`src/rtl/dmem_arbiter.sv`:
```
// Two-port arbiter in front of the single-port data RAM.
// Each access takes one ACCESS cycle and one RESP cycle, and the RESP cycle re-arbitrates.
module dmem_arbiter #(
  parameter int unsigned DEPTH      = 512,
  parameter int unsigned AW         = 32,
  parameter int unsigned DW         = 32,
  parameter bit          FIXED_PRIO = 1'b0
) (
  input  logic          clk,
  input  logic          reset,
  input  logic          req0,
  input  logic          req1,
  input  logic          we0,
  input  logic          we1,
  input  logic [AW-1:0] addr0,
  input  logic [AW-1:0] addr1,
  input  logic [DW-1:0] wdata0,
  input  logic [DW-1:0] wdata1,
  output logic          gnt0,
  output logic          gnt1,
  output logic          done0,
  output logic          done1,
  output logic [DW-1:0] rdata,
  output logic          err,
  output logic          ram_we,
  output logic [AW-1:0] ram_addr,
  output logic [DW-1:0] ram_din,
  input  logic [DW-1:0] ram_dout
);

  localparam int unsigned IW = AW - 2;
  localparam logic [IW-1:0] DEPTH_IDX = IW'(DEPTH);

  typedef enum logic [1:0] {IDLE = 2'd0, ACCESS = 2'd1, RESP = 2'd2} state_e;

  state_e        state_q, state_d;
  logic          cmd_we_q;
  logic [AW-1:0] cmd_addr_q;
  logic [DW-1:0] cmd_wdata_q;
  logic          owner_q;     // current owner; doubles as last_owner for round-robin
  logic [1:0]    gnt_q, gnt_d;
  logic [1:0]    done_q, done_d;
  logic [DW-1:0] rdata_q, rdata_d;
  logic          err_q, err_d;
  logic          arb;
  logic          win;
  logic          bad;
  logic          in_access;

  // State and datapath registers
  always_ff @(posedge clk) begin
    if (reset) begin
      state_q     <= IDLE;
      cmd_we_q    <= 1'b0;
      cmd_addr_q  <= '0;
      cmd_wdata_q <= '0;
      owner_q     <= 1'b1;
      gnt_q       <= '0;
      done_q      <= '0;
      rdata_q     <= '0;
      err_q       <= 1'b0;
    end else begin
      state_q <= state_d;
      gnt_q   <= gnt_d;
      done_q  <= done_d;
      rdata_q <= rdata_d;
      err_q   <= err_d;
      if (arb) begin
        cmd_we_q    <= win ? we1 : we0;
        cmd_addr_q  <= win ? addr1 : addr0;
        cmd_wdata_q <= win ? wdata1 : wdata0;
        owner_q     <= win;
      end
    end
  end

  // Next state and arbitration
  always_comb begin
    state_d = state_q;
    arb     = 1'b0;
    win     = 1'b0;
    case (state_q)
      IDLE, RESP: begin
        arb = req0 | req1;
        if (req0 && req1) win = FIXED_PRIO ? 1'b0 : ~owner_q;
        else              win = req1;
        state_d = arb ? ACCESS : IDLE;
      end
      ACCESS:  state_d = RESP;
      default: state_d = IDLE;
    endcase
  end

  // Output decode and next values of the response registers
  always_comb begin
    in_access = (state_q == ACCESS);
    bad       = (cmd_addr_q[1:0] != 2'b00) || (cmd_addr_q[AW-1:2] >= DEPTH_IDX);
    ram_we    = in_access & cmd_we_q & ~bad & ~reset;
    gnt_d     = '0;
    done_d    = '0;
    rdata_d   = rdata_q;
    err_d     = err_q;
    if (arb) gnt_d = win ? 2'b10 : 2'b01;
    if (in_access) begin
      rdata_d = (bad || cmd_we_q) ? '0 : ram_dout;
      err_d   = bad;
      done_d  = owner_q ? 2'b10 : 2'b01;
    end
  end

  assign gnt0     = gnt_q[0];
  assign gnt1     = gnt_q[1];
  assign done0    = done_q[0];
  assign done1    = done_q[1];
  assign rdata    = rdata_q;
  assign err      = err_q;
  assign ram_addr = cmd_addr_q;
  assign ram_din  = cmd_wdata_q;

endmodule

```
`config.mk`:
```
export PLATFORM = sky130hd
export DESIGN_NAME = dmem_arbiter
export DESIGN_NICKNAME = d
export VERILOG_FILES = /design/src/rtl/dmem_arbiter.sv
export SDC_FILE = /design/constraint.sdc
export NUM_CORES = 1
export LEC_CHECK = 0
export BUFFER_PORTS_ARGS = -buffer_cell sky130_fd_sc_hd__buf_2
export CAP_MARGIN = 20
export CORE_ASPECT_RATIO = 0.7
export CORE_MARGIN = 2
export CORE_UTILIZATION = 40
export CTS_CLUSTER_SIZE = 12
export DETAILED_ROUTE_END_ITERATION = 7
export HOLD_SLACK_MARGIN = 0.08
export PLACE_DENSITY_LB_ADDON = 0.25
export SLEW_MARGIN = 40
export SYNTH_ARGS = -nofsm -noshare
export SYNTH_HDL_FRONTEND = slang
export SYNTH_SLANG_ARGS = --single-unit
```
`constraint.sdc`:
```
create_clock -name clk -period 1.8 [get_ports clk]
set_input_delay 0.18 -clock clk [delete_from_list [all_inputs] [get_ports clk]]
set_output_delay 0.18 -clock clk [all_outputs]
set_load 0.02 [all_outputs]
```
Yosys cells after proc, flatten, opt, wreduce, memory -nomap -nowiden
Cells that the tools add are included.
Widths: inputs -> output; s select.
{ "totals": {"ff_bits": 105, "word_cells": 40, "mem_bits_rw": 0, "mem_bits_ro": 0, "memories": 0, "latchBits": 0, "in_bits": 166} }
{ "op_classes": {"eq_ne": 2, "n_addsub": 0, "mux": 11, "n_bitwise": 9, "reduce_logical": 8, "n_div": 0, "n_mul": 0, "n_lt_le_gt_ge": 1, "shifts": 0} }
{ "ops": {"columns": ["cell", "count"], "rows": [
  ["$mux 32", 3],
  ["$ge 30x10->1 const B", 1],
  ["$reduce_or 2->1", 3],
  ["$mux 1", 5],
  ["$not 1->1", 5],
  ["$mux 2", 2],
  ["$pmux 2 s2", 1],
  ["$and 1x1->1", 3],
  ["$eq 2x1->1 const B", 1],
  ["$eq 2x2->1 const B", 1],
  ["$logic_not 2->1", 1],
  ["$logic_or 1x1->1", 2],
  ["$reduce_bool 2->1", 1],
  ["$logic_and 1x1->1", 1],
  ["$or 1x1->1", 1]
]} }

Depth between registers and ports, before layout
Gate-level depths: netlist of run 1.
{ "logic_depth": {"word_depth": 5, "depth_mapped": 6, "ltp_nobuf": 3} }

Worst setup path before layout of run 1
Ideal clock, no wire load.
{ "synth_timing": {"path_type": "flip-flop to output port", "start": "register cmd_addr_q[11] (netlist: ram_addr[11])", "end": "output ram_we", "t_arrival_ps": 1634, "stages_incl_launch_ff": 5, "required_ps": 1620, "slack_ps": -14, "cell_sequence": "dfxtp_1 nor4_1 nand2_1 buf_1 nor3_1"} }
{ "synth_via": {"elab_chain_cells": 5} }
{ "synth_rtl": {"columns": ["item", "line_no", "rtl"], "rows": [
  ["from (decl)", "38", "logic [AW-1:0] cmd_addr_q;"],
  ["from (signal assigned)", "70", "cmd_addr_q <= win ? addr1 : addr0;"],
  ["$ge 30x10->1", "97", "bad = (cmd_addr_q[1:0] != 2'b00) || (cmd_addr_q[AW-1:2] >= DEPTH_IDX);"],
  ["$logic_or 1x1->1", "97", null],
  ["$not 1->1", "98", "ram_we = in_access & cmd_we_q & ~bad & ~reset;"],
  ["$and 1x1->1 (2 in series)", "98", null],
  ["to (decl)", "25", "output logic ram_we,"]
]} }
Every way passes these cells.

Worst setup path after layout of run 1
{ "layout_timing": {"start": "register cmd_addr_q[30] (netlist: ram_addr[30])", "end": "output ram_we"} }
Same word-level chain as after synthesis.

==> flow_summary.ini, run 1 <==
[sta]
max_freq_ghz = 0.5843
period_share = 0.9508
skew_ns = 0.008490
slew_viol_final = 0
worst_pin_slew_ns = 0.4377
fin_crit_ns = 1.711
hold_slack_ns = 0.1112
setup_violations = 0
maxSlewHeadroom = 0.7082
finalHoldViolations = 0

[yosys]
synth_xor_xnor_area_share = 0
yosys.area_share.simple = 0.2074
yosysSeqAreaShare = 0.4199
synth_top_family_by_area = compound AO/OA/AOI/OAI gates
synthCells = 479
synth_flop_cell = dfxtp_1
yosysWarnings = 0
synth_enable_flop_cells = 0
syn_area_um2 = 5006
syn_nets = 645
ys_ff_latch = 105
yosys.area.top_type = dfxtp_1
synth_cell_types = 28
syn_area_per_cell_um2 = 10.45
yosys.area_share.adder = 0
synth_area_leaders = dfxtp_1, a32o_1, o21bai_1, nand3b_1, nand2b_1
ys_async_sr_fraction = 0
synth_compound_area_frac = 0.3154
netlist.area_leader.share = 0.4199
muxShareOfSynthArea = 0

[min_path]
min-delay-path-class = primary input to flip-flop

[drt]
drt_iter0_markers = 277
route.vias.total = 4798
drc = 0
vias_per_cell = 5.391
first_pass_iters = 4
antenna_left = 0
wl_per_cell_um = 17.07
drt-total-wl_mm = 15.19

[clock_network]
cts_hold_buf = 0
cts_tree = built
cts_made_buffers = 9
clock_latency_ns = 0.34
cts.sinks = 105
clock_path_buffers = 2
cts_root_buffer = clkbuf_16
cts-htree-levels = 3
clk_pin_slew_worst_paths_ns = 0.07

[run]
maxCapViolCount = 0

[cells_and_area]
nets = 889
drive_gt1_frac = 0.4787
fillers = 1109
area_delta_synth_final_pct = 36.29

[setup_path]
arrival_ns = 1.53
crit_path_start_kind = flip-flop
crit_path_max_fanout = 3
cp.required_ns = 1.62
critical_path_class = flip-flop to output pin
cp-end-kind = output pin

[run_status]
status = complete, no violations

[pwr]
ir_worst_vdd_uv = 455.3
finalPower_mw = 5.783
leakage_nw = 2.966
power_density_nw_per_um2 = 847.5

[floorplanning]
ios = 268
rows = 34
initial_utilization = 0.4058
coreArea_um2 = 12340
die_width_um = 137.7
die_area_um2 = 13440
fp.dieH_um = 97.60

[global_routing]
track_usage = 0.2193
grt_pass1_wl_mm = 23.60
antenna_found_initial = 1
grt_start_max_net_pins = 66
grt_overflow = 0
grt_pass1_vias = 4784

[placement]
placement.io_buffers = 267
gp_congestion = 0.8338
hpwl_mm = 10.82
==> path summary, 6_finish.rpt <==
path | to | depth (start not counted) | start | slack [ns]
max reg2reg | rdata[2] | 5 | ram_addr[30] | 0.17
min reg2reg | ram_addr[2] | 1 | ram_addr[2] | 0.46
max | ram_we | 4 | ram_addr[30] | 0.09
min | rdata[20] | 3 | ram_dout[20] | 0.11
==> worst max-delay path: stages, from the launching register on <==
cell     delay [ns]
dfxtp_2        0.34
nor4_4         0.32
nand4_2        0.20
nor3_2         0.17
buf_4          0.17
==> cell type report <==
cell class / instances / area (um2) / area share
multi-input cells: 317 / 2663 / 0.3902
flip-flops and latches: 105 / 2106 / 0.3086
repair buffers: 289 / 1554 / 0.2278
clock buffers: 12 / 266.5 / 0.03906
well taps: 162 / 202.7 / 0.02971
clock inverters: 3 / 25.02 / 0.003668
inverters: 1 / 3.754 / 0.0005502
diodes: 1 / 2.502 / 0.0003668
==> synthesized netlist by cell type (2+ instances only) <==
cell / number
o31ai_2: 29
nor4_1: 3
nor2_1: 2
dfxtp_1: 105
nor4_2: 3
buf_6: 4
a32o_1: 65
nand2b_1: 67
nand3b_1: 64
buf_4: 3
o31ai_1: 3
nor3_1: 4
clkbuf_1: 23
o21bai_1: 65
nand2_1: 2
buf_2: 25
==> stage by stage <==
stage	utilization	instance area, um2	setup WS [ns]	setup TNS, ns	cells
2_1_floorplan	-	5011	0.1494	0	479
5_1_grt	0.5530	6823	-0.002109	-0.002109	890
3_3_place_gp	0.5257	6485	0.1331	0	872
3_5_place_dp	0.5257	6485	0.08765	0	872
4_1_cts	0.5519	6809	0.02768	0	889
6_report	0.5530	6823	0.08851	0	890
==> timing repair <==
item	in CTS	in global routing
pin swaps	4	1
gates resized for setup	3	3
gates cloned	0	0
setup endpoints to repair	1	1
buffers inserted	2	0
==> cell usage in the layout, fill, tap and decap left out, types with 2 or more instances in the layout <==
cell type and instances:
nor2_1 2, o21bai_1 65, clkbuf_16 9, dfxtp_2 3, nor3_1 3, clkbuf_8 3, buf_2 266, dfxtp_1 102
nand2b_1 67, o31ai_1 3, buf_12 4, clkinv_4 2, nor4_1 2, nor4_2 2, buf_4 19, a32o_1 65
nor4_4 2, nand3b_1 64, o31ai_2 29
==> flip-flops by register name (all words and copies together), names as in the netlist <==
name      count
ram_addr     32
ram_din      32
rdata        32
done_q        2
gnt_q         2
state_q       2
cmd_we_q      1
err           1
owner_q       1
==> per-layer routing <==
metal  track usage  up-vias  routed length [um]
li1              -     2298                   -
met1        0.2599     2317                6373
met2        0.3781      163                7451
met3       0.06521       20                1061
met4       0.06986        0                 302
met5             0        -                   0
==> power breakdown <==
part	switching, mW	internal, mW	leakage [nW]
clock	0.849	1.05	0.141
sequential	0.105	2.47	0.862
combinational	0.745	0.559	1.96
==> cells by family after synthesis <==
kind of cell           Yosys count
AO/OA/AOI/OAI                  168
AND/OR/NAND/NOR                149
flip-flops                     105
buffers and inverters           57
Power figures use the tool's default switching activity.
==> run 2, diff against run 1 <==
--- a/config.mk
+++ b/config.mk
@@ -13,7 +13,7 @@
 export CTS_CLUSTER_SIZE = 12
 export DETAILED_ROUTE_END_ITERATION = 7
 export HOLD_SLACK_MARGIN = 0.08
-export PLACE_DENSITY_LB_ADDON = 0.25
+export PLACE_DENSITY = 0.73
 export SLEW_MARGIN = 40
 export SYNTH_ARGS = -nofsm -noshare
 export SYNTH_HDL_FRONTEND = slang
==> run 2 against run 1 <==
Effect of this change: the flow now finishes with violations (negative setup slack); hold slack lost 0.0034 ns; final cell count increased by 0.34%; highest routed layer unchanged; utilization up 0.57 points; clock power rose by 8%; clock-buffer cell count is 2 lower; clock skew grew 0.0013 ns; critical path type unchanged; sequential cell count is the same; wire length is 4.3% higher; sequential share of layout area down 0.30 points; register-to-register slack got worse by 0.15 ns.
==> flow_summary.ini, run 2 (same netlist as run 1, synthesis figures left out) <==
[run_status]
status = finished, violations left
violations = negative setup slack

[global_routing]
track_usage = 0.2273
grt_overflow = 0
grt_pass1_wl_mm = 24.09
grt_pass1_vias = 4819
grt_start_max_net_pins = 67
antenna_found_initial = 0

[cells_and_area]
drive_gt1_frac = 0.4843
final_common_cell = buf_2
diodes = 0
fillers = 1061
area_delta_synth_final_pct = 37.69
stdcell_count = 893
nets = 892
finalInstanceArea_um2 = 6893
mostFrequentLayoutCells = buf_2, dfxtp_1, nand2b_1

[clock_network]
cts_root_buffer = clkbuf_16
clk_pin_slew_worst_paths_ns = 0.07
cts_hold_buf = 0
cts_made_buffers = 9
clock_latency_ns = 0.34
clock_path_buffers = 2
cts_tree = built
cts-htree-levels = 3
cts.sinks = 105

[placement]
dp_cells = 874
hpwl_mm = 11.03
placed_area_um2 = 6487
dp_slack_ns = 0.07503
gp_congestion = 0.8038
placement.io_buffers = 267

[setup_path]
arrival_ns = 1.68
crit_path_start_kind = flip-flop
crit_path_max_fanout = 3
critical_path_class = flip-flop to output pin
cp-end-kind = output pin
cp.required_ns = 1.62

[floorplanning]
ios = 268
die_area_um2 = 13440
coreArea_um2 = 12340
initial_utilization = 0.4058
rows = 34
die_width_um = 137.7
fp.dieH_um = 97.60

[pwr]
power_density_nw_per_um2 = 866.2
ir_worst_vdd_uv = 458.9
leakage_nw = 3.000
finalPower_mw = 5.971

[sta]
slew_viol_final = 0
skew_ns = 0.009810
setup_violations = 1
hold_slack_ns = 0.1077
max_freq_ghz = 0.5375
period_share = 1.034
maxSlewHeadroom = 0.7087
grt_setup_unrepaired = true
fin_crit_ns = 1.860
setup_ws_ns = -0.06041
finalHoldViolations = 0
worst_pin_slew_ns = 0.4369

[drt]
wl_per_cell_um = 17.74
drc = 0
vias_per_cell = 5.466
first_pass_iters = 8
drt-total-wl_mm = 15.84
route.vias.total = 4881
antenna_left = 0
drt_iter0_markers = 220

[run]
maxCapViolCount = 0

[min_path]
min-delay-path-class = primary input to flip-flop
-- run 2: repair_timing --
| action | in CTS | in global routing |
|---|---|---|
| gates resized for setup | 8 | 5 |
| buffers inserted | 3 | 0 |
| hold endpoints to repair | 0 | 0 |
| pin swaps | 3 | 3 |
| endpoints found under the setup margin | 1 | 32 |
-- run 2: power breakdown --
| group | switching (mW) | leakage [nW] | internal (mW) |
|---|---|---|---|
| registers | 0.107 | 0.862 | 2.47 |
| clock network | 0.912 | 0.150 | 1.14 |
| logic | 0.768 | 1.99 | 0.575 |
-- run 2: critical path: stages (launching register included) --
cell	delay, ns
dfxtp_2	0.34
nor4_4	0.37
nand4_4	0.20
nor3_4	0.26
buf_6	0.16
-- run 2: area by class of cell --
cell class                      instances  area (um2)  area share
Clock inverter                          6       72.57     0.01053
Timing Repair Buffer                  292        1568      0.2274
Sequential cell                       105        2107      0.3057
Tap cell                              162       202.7     0.02941
Inverter                                1       3.754   0.0005446
Multi-Input combinational cell        317        2700      0.3917
Clock buffer                           10       239.0     0.03467
-- run 2: routing by layer --
metal  vias to the layer above  global-route usage  routed length, um  part of all wire
met5                         -                   0                  0                 0
met4                         0             0.07535                310             0.020
met3                        23             0.05738               1125             0.071
met2                       202              0.3747               7523              0.47
met1                      2350              0.2891               6882              0.43
li1                       2306                   -                  -                 -
-- run 2: stage by stage --
step / util / TNS, ns
final: 0.5587 / -0.06041
after global routing: 0.5587 / -0.4455
after CTS: 0.5561 / 0
after detailed placement: 0.5259 / 0
after global placement: 0.5259 / 0
after floorplan: - / 0
-- run 2: final timing paths --
check / depth (start not counted) / end / slack [ns] / startpoint
max: 4 / ram_we / -0.06 / ram_addr[29]
min: 3 / rdata[18] / 0.11 / ram_dout[18]
max reg2reg: 6 / rdata[16] / 0.02 / ram_addr[29]
min reg2reg: 1 / ram_addr[8] / 0.47 / ram_addr[8]
==> run 3, diff against run 2 <==
==> constraint.sdc (replaced) <==
create_clock -name clk -period 2.2 [get_ports clk]
set_input_delay 0.22 -clock clk [delete_from_list [all_inputs] [get_ports clk]]
set_output_delay 0.22 -clock clk [all_outputs]
set_load 0.02 [all_outputs]
==> run 3 against run 2 <==
Effect of this change: the run now ends clean; sequential share of layout area rose by 0.50 points; wire length shrank 1.8%; clock-buffer cell count unchanged; combinational power down 22%; critical path depth stayed put; global-route usage is 0.29 points lower; sequential cell count unchanged; worst setup slack gained 0.29 ns; clock skew fell by 0.0035 ns; critical path type unchanged; critical endpoint unchanged.
==> flow_summary.ini, run 3 (same netlist as run 1, synthesis figures left out) <==
[run_status]
status = complete, no violations

[sta]
grt_setup_unrepaired = false
period_share = 0.8969
slew_viol_final = 0
maxSlewHeadroom = 0.6332
setup_violations = 0
finalHoldViolations = 0
skew_ns = 0.006334
fin_crit_ns = 1.973
max_freq_ghz = 0.5068
tns_ns = 0
worst_pin_slew_ns = 0.5503
setup_ws_ns = 0.2269

[clock_network]
cts.sinks = 105
cts_root_buffer = clkbuf_16
clk_pin_slew_worst_paths_ns = 0.07
cts_resized = 0
cts_setup_buffers = 0
cts-htree-levels = 3
cts_made_buffers = 9
cts_tree = built
clock_latency_ns = 0.33
clock_path_buffers = 2
cts_hold_buf = 0

[placement]
gp_congestion = 0.8037
dp_slack_ns = 0.5206
hpwl_mm = 11.11
placement.io_buffers = 267

[global_routing]
grt_start_max_net_pins = 69
antenna_found_initial = 1
grt_pass1_wl_mm = 24.16
track_usage = 0.2244
grt_use_met3 = 0.05686
grt_overflow = 0
grt_util_met2 = 0.3919
busiest_layer = met2
grt_util_met1 = 0.2710
grt_pass1_vias = 4900

[cells_and_area]
mostFrequentLayoutCells = buf_2, dfxtp_1, nand2b_1
drive_gt1_frac = 0.4710
area_delta_synth_final_pct = 35.22
nets = 886
fillers = 1120
final_common_cell = buf_2

[pwr]
power_density_nw_per_um2 = 718.7
ir_worst_vdd_uv = 380.7
leakage_nw = 2.946

[setup_path]
cp.required_ns = 1.98
arrival_ns = 1.75
worstPathCellList = nor4_1, nand2_2, nor3_1, buf_2
slowest_delay_ns = 0.37
crit_path_max_fanout = 8
slowest_stage = nor4_1
crit_path_start_kind = flip-flop
startpoint = ram_addr[13]
critical_path_class = flip-flop to output pin
cp-end-kind = output pin
reg2reg_depth = 4
reg2reg_from = ram_addr[31]

[floorplanning]
die_area_um2 = 13440
die_width_um = 137.7
coreArea_um2 = 12340
rows = 34
ios = 268
fp.dieH_um = 97.60
initial_utilization = 0.4058

[min_path]
min-delay-path-class = primary input to flip-flop
worstHoldPathCells = 3
hold_start = ram_dout[11]

[drt]
first_pass_iters = 4
drc = 0
antenna_left = 0
wl_per_cell_um = 17.55
drt_iter0_markers = 317
route.vias.total = 4884
drt-total-wl_mm = 15.56
vias_per_cell = 5.506

[run]
maxCapViolCount = 0
-- run 3: area by class of cell --
cell class                 count  area (um2)  share of cell area
sequential                   105        2103              0.3107
clock buffer                  10       239.0             0.03530
tap                          162       202.7             0.02994
timing repair buffer         286        1504              0.2222
inverter                       1       3.754           0.0005545
multi-input combinational    317        2634              0.3891
antenna                        1       2.502           0.0003697
clock inverter                 5       80.08             0.01183
-- run 3: where the power goes --
group | leakage, nW | switching (mW) | total [mW] | internal (mW)
sequential | 0.861 | 0.0804 | 2.10 | 2.02
combinational | 1.93 | 0.608 | 1.04 | 0.436
clock | 0.151 | 0.696 | 1.72 | 1.02
-- run 3: path summary, 6_finish.rpt --
path / to / slack (ns)
max: ram_we / 0.23
min: rdata[11] / 0.16
max reg2reg: err / 0.61
min reg2reg: ram_din[31] / 0.47
-- run 3: routing by layer --
layer / up-vias / routed length (um) / part of all wire
met1: 2375 / 6507 / 0.42
met5: - / 0 / 0
met3: 29 / 1019 / 0.065
met4: 0 / 318 / 0.020
li1: 2290 / - / -
met2: 190 / 7717 / 0.50
-- run 3: critical path, delay by kind of cell, from the launching register on --
family        cells  cell delay (ns)
flops             1             0.33
simple gates      3             0.87
buf+inv           1             0.21
-- run 3: through the flow --
step | instance area [um2] | util | power [mW] | hold slack, ns | std cells
2_1_floorplan | 5006 | - | 2.792 | 0.3579 | 479
3_3_place_gp | 6447 | 0.5226 | 3.159 | 0.4436 | 871
3_5_place_dp | 6447 | 0.5226 | 3.194 | 0.4530 | 871
4_1_cts | 6766 | 0.5485 | 4.914 | 0.1458 | 886
5_1_grt | 6769 | 0.5487 | 5.082 | 0.1536 | 887
6_report | 6769 | 0.5487 | 4.865 | 0.1603 | 887
